<file path="config.mk">
export PLATFORM = sky130hd
export DESIGN_NAME = alu_mdu
export DESIGN_NICKNAME = d
export VERILOG_FILES = /design/src/rtl/alu_pkg.sv /design/src/rtl/alu_comb.sv /design/src/rtl/alu_mdu.sv
export SDC_FILE = /design/constraint.sdc
export NUM_CORES = 1
export LEC_CHECK = 0
export BUFFER_PORTS_ARGS = -buffer_cell sky130_fd_sc_hd__buf_2
export CORE_ASPECT_RATIO = 0.8
export CORE_MARGIN = 8
export CORE_UTILIZATION = 25
export DETAILED_ROUTE_END_ITERATION = 8
export PLACE_DENSITY_LB_ADDON = 0.15
export SLEW_MARGIN = 15
export SYNTH_ARGS = -nofsm -noshare
export SYNTH_HDL_FRONTEND = slang
export SYNTH_SLANG_ARGS = --single-unit
</file>
<file path="constraint.sdc">
create_clock -name clk -period 3 [get_ports clk]
set_input_delay 0.6 -clock clk [delete_from_list [all_inputs] [get_ports clk]]
set_output_delay 0.6 -clock clk [all_outputs]
set_load 0.02 [all_outputs]
</file>
<file path="src/rtl/alu_pkg.sv">
// Shared opcodes, FSM states and flag bundle for the alu_mdu execute unit.
package alu_pkg;

  localparam int FN_ADD  = 0;
  localparam int FN_SUB  = 1;
  localparam int FN_AND  = 2;
  localparam int FN_OR   = 3;
  localparam int FN_XOR  = 4;
  localparam int FN_NOR  = 5;
  localparam int FN_SLT  = 6;
  localparam int FN_SLL  = 7;
  localparam int FN_SRL  = 8;
  localparam int FN_SRA  = 9;
  localparam int FN_MULU = 10;
  localparam int FN_DIVU = 11;

  typedef enum logic [1:0] {IDLE, EXEC, MUL, DIV} state_t;

  typedef struct packed {
    logic zf;
    logic of;
    logic cf;
    logic sf;
  } flags_t;

endpackage

</file>
<file path="src/rtl/alu_comb.sv">
// Combinational WIDTH-bit core for the single-cycle ops plus their flags.
module alu_comb
  import alu_pkg::*;
#(
  parameter int WIDTH  = 8,
  parameter int FUNC_W = 4
) (
  input  logic [FUNC_W-1:0] func,
  input  logic [WIDTH-1:0]  a,
  input  logic [WIDTH-1:0]  b,
  output logic [WIDTH-1:0]  res,
  output flags_t            flags
);

  localparam int SH_W = $clog2(WIDTH);

  logic [SH_W-1:0] shamt;
  logic [WIDTH:0]  sum;
  logic [WIDTH:0]  diff;

  assign shamt = b[SH_W-1:0];
  assign sum   = {1'b0, a} + {1'b0, b};
  assign diff  = {1'b0, a} - {1'b0, b};

  always_comb begin
    res   = '0;
    flags = '0;
    case (func)
      FUNC_W'(FN_ADD): begin
        res      = sum[WIDTH-1:0];
        flags.cf = sum[WIDTH];
        flags.of = (a[WIDTH-1] == b[WIDTH-1]) && (sum[WIDTH-1] != a[WIDTH-1]);
      end
      FUNC_W'(FN_SUB): begin
        res      = diff[WIDTH-1:0];
        flags.cf = diff[WIDTH];
        flags.of = (a[WIDTH-1] != b[WIDTH-1]) && (diff[WIDTH-1] != a[WIDTH-1]);
      end
      FUNC_W'(FN_AND): res = a & b;
      FUNC_W'(FN_OR):  res = a | b;
      FUNC_W'(FN_XOR): res = a ^ b;
      FUNC_W'(FN_NOR): res = ~(a | b);
      FUNC_W'(FN_SLT): res = {{(WIDTH-1){1'b0}}, ($signed(a) < $signed(b))};
      FUNC_W'(FN_SLL): res = a << shamt;
      FUNC_W'(FN_SRL): res = a >> shamt;
      FUNC_W'(FN_SRA): res = WIDTH'($signed(a) >>> shamt);
      // MULU/DIVU are handled by the sequencer; illegal codes fall through to 0
      default:         res = '0;
    endcase
    flags.zf = (res == '0);
    flags.sf = res[WIDTH-1];
  end

endmodule

</file>
<file path="src/rtl/alu_mdu.sv">
// Execute-stage ALU with iterative shift-add multiply and restoring divide.
module alu_mdu
  import alu_pkg::*;
#(
  parameter int WIDTH  = 8,
  parameter int FUNC_W = 4
) (
  input  logic              clk,
  input  logic              rst,
  input  logic              start,
  input  logic [FUNC_W-1:0] func,
  input  logic [WIDTH-1:0]  a,
  input  logic [WIDTH-1:0]  b,
  output logic              ready,
  output logic              done,
  output logic [WIDTH-1:0]  res,
  output logic [WIDTH-1:0]  res_hi,
  output logic              zf,
  output logic              of,
  output logic              cf,
  output logic              sf
);

  localparam int CNT_W = $clog2(WIDTH) + 1;

  state_t               state_q, state_d;
  logic [CNT_W-1:0]     cnt_q, cnt_d;
  logic [2*WIDTH-1:0]   acc_q, acc_d;
  logic [WIDTH-1:0]     opnd_q, opnd_d;
  logic [WIDTH-1:0]     res_q, res_d, res_hi_q, res_hi_d;
  flags_t               flg_q, flg_d;
  logic                 done_q, done_d;

  logic [WIDTH-1:0]     c_res;
  flags_t               c_flg;
  logic [WIDTH:0]       mul_sum;
  logic [2*WIDTH-1:0]   mul_nxt, div_nxt, it_nxt;
  logic [WIDTH:0]       rem_sh;
  logic [WIDTH-1:0]     rem_sub;

  alu_comb #(.WIDTH(WIDTH), .FUNC_W(FUNC_W)) u_comb (
    .func  (func),
    .a     (a),
    .b     (b),
    .res   (c_res),
    .flags (c_flg)
  );

  // MUL: acc = {partial hi, remaining multiplier bits}; add multiplicand then shift right
  assign mul_sum = {1'b0, acc_q[2*WIDTH-1:WIDTH]} + (acc_q[0] ? {1'b0, opnd_q} : '0);
  assign mul_nxt = {mul_sum, acc_q[WIDTH-1:1]};

  // DIV: acc = {remainder, dividend/quotient}; shift left, subtract divisor if it fits
  assign rem_sh  = acc_q[2*WIDTH-1:WIDTH-1];
  assign rem_sub = rem_sh[WIDTH-1:0] - opnd_q;
  assign div_nxt = (rem_sh >= {1'b0, opnd_q}) ? {rem_sub, acc_q[WIDTH-2:0], 1'b1}
                                              : {rem_sh[WIDTH-1:0], acc_q[WIDTH-2:0], 1'b0};

  assign it_nxt  = (state_q == MUL) ? mul_nxt : div_nxt;

  always_comb begin
    state_d  = state_q;
    cnt_d    = cnt_q;
    acc_d    = acc_q;
    opnd_d   = opnd_q;
    res_d    = res_q;
    res_hi_d = res_hi_q;
    flg_d    = flg_q;
    done_d   = 1'b0;
    case (state_q)
      IDLE, EXEC: begin
        state_d = IDLE;
        if (start) begin
          if (func == FUNC_W'(FN_MULU)) begin
            state_d = MUL;
            acc_d   = {{WIDTH{1'b0}}, b};
            opnd_d  = a;
            cnt_d   = '0;
          end else if (func == FUNC_W'(FN_DIVU) && b != '0) begin
            state_d = DIV;
            acc_d   = {{WIDTH{1'b0}}, a};
            opnd_d  = b;
            cnt_d   = '0;
          end else if (func == FUNC_W'(FN_DIVU)) begin
            state_d  = EXEC;
            done_d   = 1'b1;
            res_d    = '1;
            res_hi_d = a;
            flg_d    = '{zf: 1'b0, of: 1'b0, cf: 1'b0, sf: 1'b1};
          end else begin
            state_d  = EXEC;
            done_d   = 1'b1;
            res_d    = c_res;
            res_hi_d = '0;
            flg_d    = c_flg;
          end
        end
      end
      MUL, DIV: begin
        acc_d = it_nxt;
        cnt_d = cnt_q + 1'b1;
        if (cnt_q == CNT_W'(WIDTH - 1)) begin
          state_d  = IDLE;
          cnt_d    = '0;
          done_d   = 1'b1;
          res_d    = it_nxt[WIDTH-1:0];
          res_hi_d = it_nxt[2*WIDTH-1:WIDTH];
          flg_d.zf = (it_nxt[WIDTH-1:0] == '0);
          flg_d.sf = it_nxt[WIDTH-1];
          flg_d.of = (state_q == MUL) && (it_nxt[2*WIDTH-1:WIDTH] != '0);
          flg_d.cf = flg_d.of;
        end
      end
      default: state_d = IDLE;
    endcase
  end

  always_ff @(posedge clk or posedge rst) begin
    if (rst) begin
      state_q  <= IDLE;
      cnt_q    <= '0;
      acc_q    <= '0;
      opnd_q   <= '0;
      res_q    <= '0;
      res_hi_q <= '0;
      flg_q    <= '0;
      done_q   <= 1'b0;
    end else begin
      state_q  <= state_d;
      cnt_q    <= cnt_d;
      acc_q    <= acc_d;
      opnd_q   <= opnd_d;
      res_q    <= res_d;
      res_hi_q <= res_hi_d;
      flg_q    <= flg_d;
      done_q   <= done_d;
    end
  end

  assign ready  = (state_q == IDLE) || (state_q == EXEC);
  assign done   = done_q;
  assign res    = res_q;
  assign res_hi = res_hi_q;
  assign zf     = flg_q.zf;
  assign of     = flg_q.of;
  assign cf     = flg_q.cf;
  assign sf     = flg_q.sf;

endmodule

</file>
==> report_table.html <==
<table>
<tr><th>Metric</th><th>Value</th></tr>
<tr><th colspan="2">Run status</th></tr>
<tr><td>Outcome</td><td>complete, but fails checks</td></tr>
<tr><td>Violated checks</td><td>setup timing</td></tr>
<tr><th colspan="2">Critical path</th></tr>
<tr><td>Count of cells along the worst register-to-register path</td><td>10</td></tr>
<tr><td>Required time at the worst-slack endpoint</td><td>3.18 ns</td></tr>
<tr><td>Worst Path Max Fanout</td><td>3</td></tr>
<tr><td>Kind of cell adding the most delay to the critical path</td><td>compound AO/OA/AOI/OAI gates</td></tr>
<tr><td>Register-to-register path setup slack</td><td>-0.06 ns</td></tr>
<tr><td>Number of buffer and inverter stages on the critical path</td><td>0</td></tr>
<tr><td>Kind of critical path</td><td>register to register</td></tr>
<tr><td>Worst EP arrival</td><td>3.24 ns</td></tr>
<tr><td>Logic depth of the worst path, buffers included</td><td>10</td></tr>
<tr><td>Slowest cell delay on critical path</td><td>0.56 ns</td></tr>
<tr><td>Start point of the critical path</td><td>opnd_q[0]$_DFFE_PP0P_</td></tr>
<tr><td>Slowest cell on the critical path</td><td>or4b_4</td></tr>
<tr><td>Cell-by-cell trace of the critical path</td><td>and2_4 -&gt; ha_2 -&gt; fa_2 -&gt; a21o_1 -&gt; a21oi_2 -&gt; xor2_1 -&gt; o221ai_2 -&gt; or4b_4 -&gt; o311a_4 -&gt; a221o_1</td></tr>
<tr><td>Worst r2r dst</td><td>cf$_DFFE_PP0P_</td></tr>
<tr><td>Crit Reg-Reg Startpoint</td><td>opnd_q[0]$_DFFE_PP0P_</td></tr>
<tr><td>Kind of launch point of the worst setup path</td><td>register</td></tr>
<tr><td>Endpoint kind of the worst setup timing path</td><td>register</td></tr>
<tr><th colspan="2">Synth</th></tr>
<tr><td>Flop and latch count out of synthesis</td><td>50</td></tr>
<tr><td>Total standard cell area after synthesis</td><td>0.00529 sq mm</td></tr>
<tr><td>Cell type contributing the most total cell area after synthesis</td><td>dfrtp_1</td></tr>
<tr><td>Syn Nets</td><td>739</td></tr>
<tr><td>Most common flop cell mapped by yosys</td><td>dfrtp_1</td></tr>
<tr><td>Post-synth EDFFs</td><td>0</td></tr>
<tr><td>Cell types occupying the most area after synthesis</td><td>dfrtp_1, ha_1, nor2_1</td></tr>
<tr><td>Fraction of post-synthesis cell area in the top cell type by area</td><td>0.236</td></tr>
<tr><td>Post-Synthesis Cells</td><td>670</td></tr>
<tr><td>Async set-reset flop share out of synthesis</td><td>1.00</td></tr>
<tr><td>Mean cell area of the mapped netlist</td><td>7.90 sq um</td></tr>
<tr><td>Number of warnings printed during yosys synthesis</td><td>0</td></tr>
<tr><td>Part of the Yosys area used for sequential elements</td><td>0.236</td></tr>
<tr><td>Library cells used by synthesis</td><td>72</td></tr>
<tr><th colspan="2">Detailed routing</th></tr>
<tr><td>Per-cell routed wire length</td><td>19.7 um</td></tr>
<tr><td>DRC violations left</td><td>0</td></tr>
<tr><td>Final WL</td><td>20.9 mm</td></tr>
<tr><td>Drt pass-1 iters</td><td>5</td></tr>
<tr><td>Number of DRC markers after the initial detailed-route iteration</td><td>594</td></tr>
<tr><td>Routed vias/inst</td><td>5.35</td></tr>
<tr><td>Number of nets with antenna violations after routing</td><td>0</td></tr>
<tr><td>Count of vias placed by the detailed router</td><td>5686</td></tr>
<tr><th colspan="2">Die</th></tr>
<tr><td>Chip width</td><td>179 um</td></tr>
<tr><td>Die footprint</td><td>0.0261 sq mm</td></tr>
<tr><td>Vertical die dimension</td><td>146 um</td></tr>
<tr><td>Core region area</td><td>0.0208 sq mm</td></tr>
<tr><td>Starting Density</td><td>0.255</td></tr>
<tr><td>Standard-cell row count</td><td>47</td></tr>
<tr><td>Number of primary I/O pins</td><td>45</td></tr>
<tr><th colspan="2">Global route</th></tr>
<tr><td>Wire length of the first global-routing pass</td><td>32.6 mm</td></tr>
<tr><td>Global route overflow</td><td>0</td></tr>
<tr><td>GRT Resource Usage Total</td><td>0.157</td></tr>
<tr><td>Pin count of the biggest net entering global routing</td><td>37</td></tr>
<tr><td>Vias in the first global route</td><td>5586</td></tr>
<tr><td>Initial antenna violation count</td><td>0</td></tr>
<tr><th colspan="2">Timing</th></tr>
<tr><td>Share of the clock period used by the worst path</td><td>1.02</td></tr>
<tr><td>Worst path setup slack after routing</td><td>-0.0599 ns</td></tr>
<tr><td>Actual transition at the worst max-transition pin</td><td>0.726 ns</td></tr>
<tr><td>Smallest hold slack</td><td>0.287 ns</td></tr>
<tr><td>Unrepaired setup endpoints after global routing</td><td>true</td></tr>
<tr><td>Final Slew Violations</td><td>0</td></tr>
<tr><td>Clock Skews</td><td>0.00545 ns</td></tr>
<tr><td>Worst-case headroom to the max-slew limit</td><td>0.516</td></tr>
<tr><td>Final setup viols</td><td>2</td></tr>
<tr><td>Peak Freq</td><td>327 MHz</td></tr>
<tr><td>Final critical path time including I/O delays and setup</td><td>3.06 ns</td></tr>
<tr><td>Fin. Hold Viols</td><td>0</td></tr>
<tr><th colspan="2">Clock network</th></tr>
<tr><td>Buffer levels on the longest clock path</td><td>2</td></tr>
<tr><td>Worst-Skew Late Latency</td><td>0.30 ns</td></tr>
<tr><td>Clock input transition at the sequential cells of the worst setup and hold paths</td><td>0.07 ns</td></tr>
<tr><td>Root buffer selected by CTS</td><td>clkbuf_16</td></tr>
<tr><td>Number of buffers created by CTS</td><td>5</td></tr>
<tr><td>TritonCTS clock tree</td><td>built</td></tr>
<tr><td>CTS H-Tree Depth</td><td>2</td></tr>
<tr><td>Number of sinks on the clock net</td><td>50</td></tr>
<tr><th colspan="2">Power</th></tr>
<tr><td>Worst VDD drop</td><td>0.000456 V</td></tr>
<tr><td>Pwr per Cell Area</td><td>1030 mW/mm^2</td></tr>
<tr><td>Leakage</td><td>3.14 nW</td></tr>
<tr><th colspan="2">Final layout</th></tr>
<tr><td>Antenna diode instance count</td><td>0</td></tr>
<tr><td>Relative area change from synthesis to final layout</td><td>29.9%</td></tr>
<tr><td>Share of the core filled with cells in the final layout</td><td>0.331</td></tr>
<tr><td>Nets</td><td>862</td></tr>
<tr><td>Fraction of final layout cells with drive strength greater than 1</td><td>0.285</td></tr>
<tr><td>Area of all placed cells without fillers</td><td>0.00688 sq mm</td></tr>
<tr><td>Highest-count cells in the layout ignoring fill and taps</td><td>buf_4, nor2_1, nand2_1, dfrtp_1, a21oi_1</td></tr>
<tr><td>Leading cell type in the layout, fill and taps excluded</td><td>buf_4</td></tr>
<tr><th colspan="2">Placement</th></tr>
<tr><td>HPWL reported at the end of detailed placement</td><td>16.4 mm</td></tr>
<tr><td>Instance area at placement</td><td>0.00653 sq mm</td></tr>
<tr><td>Number of input and output port buffers inserted</td><td>44</td></tr>
<tr><td>Worst-case setup slack after placement</td><td>-0.183 ns</td></tr>
<tr><td>GPL Wtd Cong</td><td>0.872</td></tr>
<tr><th colspan="2">Run</th></tr>
<tr><td>Number of violations of the max-capacitance limit</td><td>0</td></tr>
<tr><th colspan="2">Worst hold path</th></tr>
<tr><td>Kind of path behind the tightest hold check</td><td>input port to async pin</td></tr>
</table>
[report_power, final]
part / switching [mW] / internal, mW / total (mW)
clock: 0.278 / 0.307 / 0.585
combinational: 2.89 / 2.35 / 5.24
sequential: 0.252 / 1.02 / 1.27
total: 3.42 / 3.67 / 7.09
[cell type report]
| type | count | area [sq um] |
|---|---|---|
| inverters | 37 | 139 |
| repair buffers | 165 | 1140 |
| clock buffers | 5 | 125 |
| flip-flops and latches | 50 | 1250 |
| well taps | 269 | 337 |
| clock inverters | 2 | 13.8 |
| multi-input cells | 534 | 3870 |
| fillers | 2227 | 13900 |
[worst max path at each step]
stage,to
6_report,cf$_DFFE_PP0P_
3_5_place_dp,zf$_DFFE_PP0P_
5_1_grt,cf$_DFFE_PP0P_
2_1_floorplan,of$_DFFE_PP0P_
4_1_cts,cf$_DFFE_PP0P_
3_3_place_gp,of$_DFFE_PP0P_
[per-stage QoR]
| step | setup TNS (ns) | power, mW | instances |
|---|---|---|---|
| 6_report | -0.117 | 7.09 | 1062 |
| 5_1_grt | -0.296 | 7.66 | 1062 |
| 4_1_cts | -0.0408 | 6.88 | 1059 |
| 3_3_place_gp | -0.455 | 6.01 | 1046 |
| 3_5_place_dp | -0.800 | 6.01 | 1046 |
| 2_1_floorplan | 0 | 4.11 | 670 |
[layer usage]
| layer | GRT usage | wire, um |
|---|---|---|
| met1 | 0.240 | 10700 |
| met5 | 0 | 0 |
| met4 | 0.0231 | 228 |
| met2 | 0.223 | 8640 |
| met3 | 0.0345 | 1350 |
[repair_timing]
action | CTS | global route
endpoints found under the hold margin | 0 | 0
pin swaps | 15 | 9
endpoints found under the setup margin | 2 | 3
gates resized for setup | 13 | 13
hold buffers | 0 | 0
buffers inserted | 6 | 3
[flip-flops by register name (all words and copies together), names as in the netlist]
signal and flops:
of 1, cnt_q 4, res_hi 8, cf 1
zf 1, acc_q 16, res 8, opnd_q 8
state_q 2, done 1
[cell families (layout without fill, tap and decap cells)]
logic type	Yosys count	in the layout	share of synthesized area
DFF	50	50	0.236
AOI/OAI and AO/OA	221	221	0.285
and+or+nand+nor	213	213	0.189
muxes	36	36	0.0834
xor gates and xnor gates	18	18	0.0298
buffers and inverters	86	209	0.0619
adders and majority gates	46	46	0.114
[synthesized netlist by cell type (5+ instances only)]
cell / count
a211o_1: 7
a21o_1: 14
mux2i_1: 25
nand3_1: 15
inv_1: 36
a31oi_1: 13
o21bai_1: 7
nand4_1: 5
a221oi_1: 13
nand2_1: 50
nand2b_1: 8
ha_1: 42
nor2_1: 79
a211oi_1: 18
buf_1: 7
mux2_2: 5
mux4_2: 6
o211ai_1: 9
clkbuf_1: 40
and2_1: 11
o21ai_0: 38
xor2_1: 9
dfrtp_1: 50
nor3_1: 18
a21oi_1: 53
xnor2_1: 9
a22o_1: 5
No activity file was read; power rests on OpenSTA's default activity.
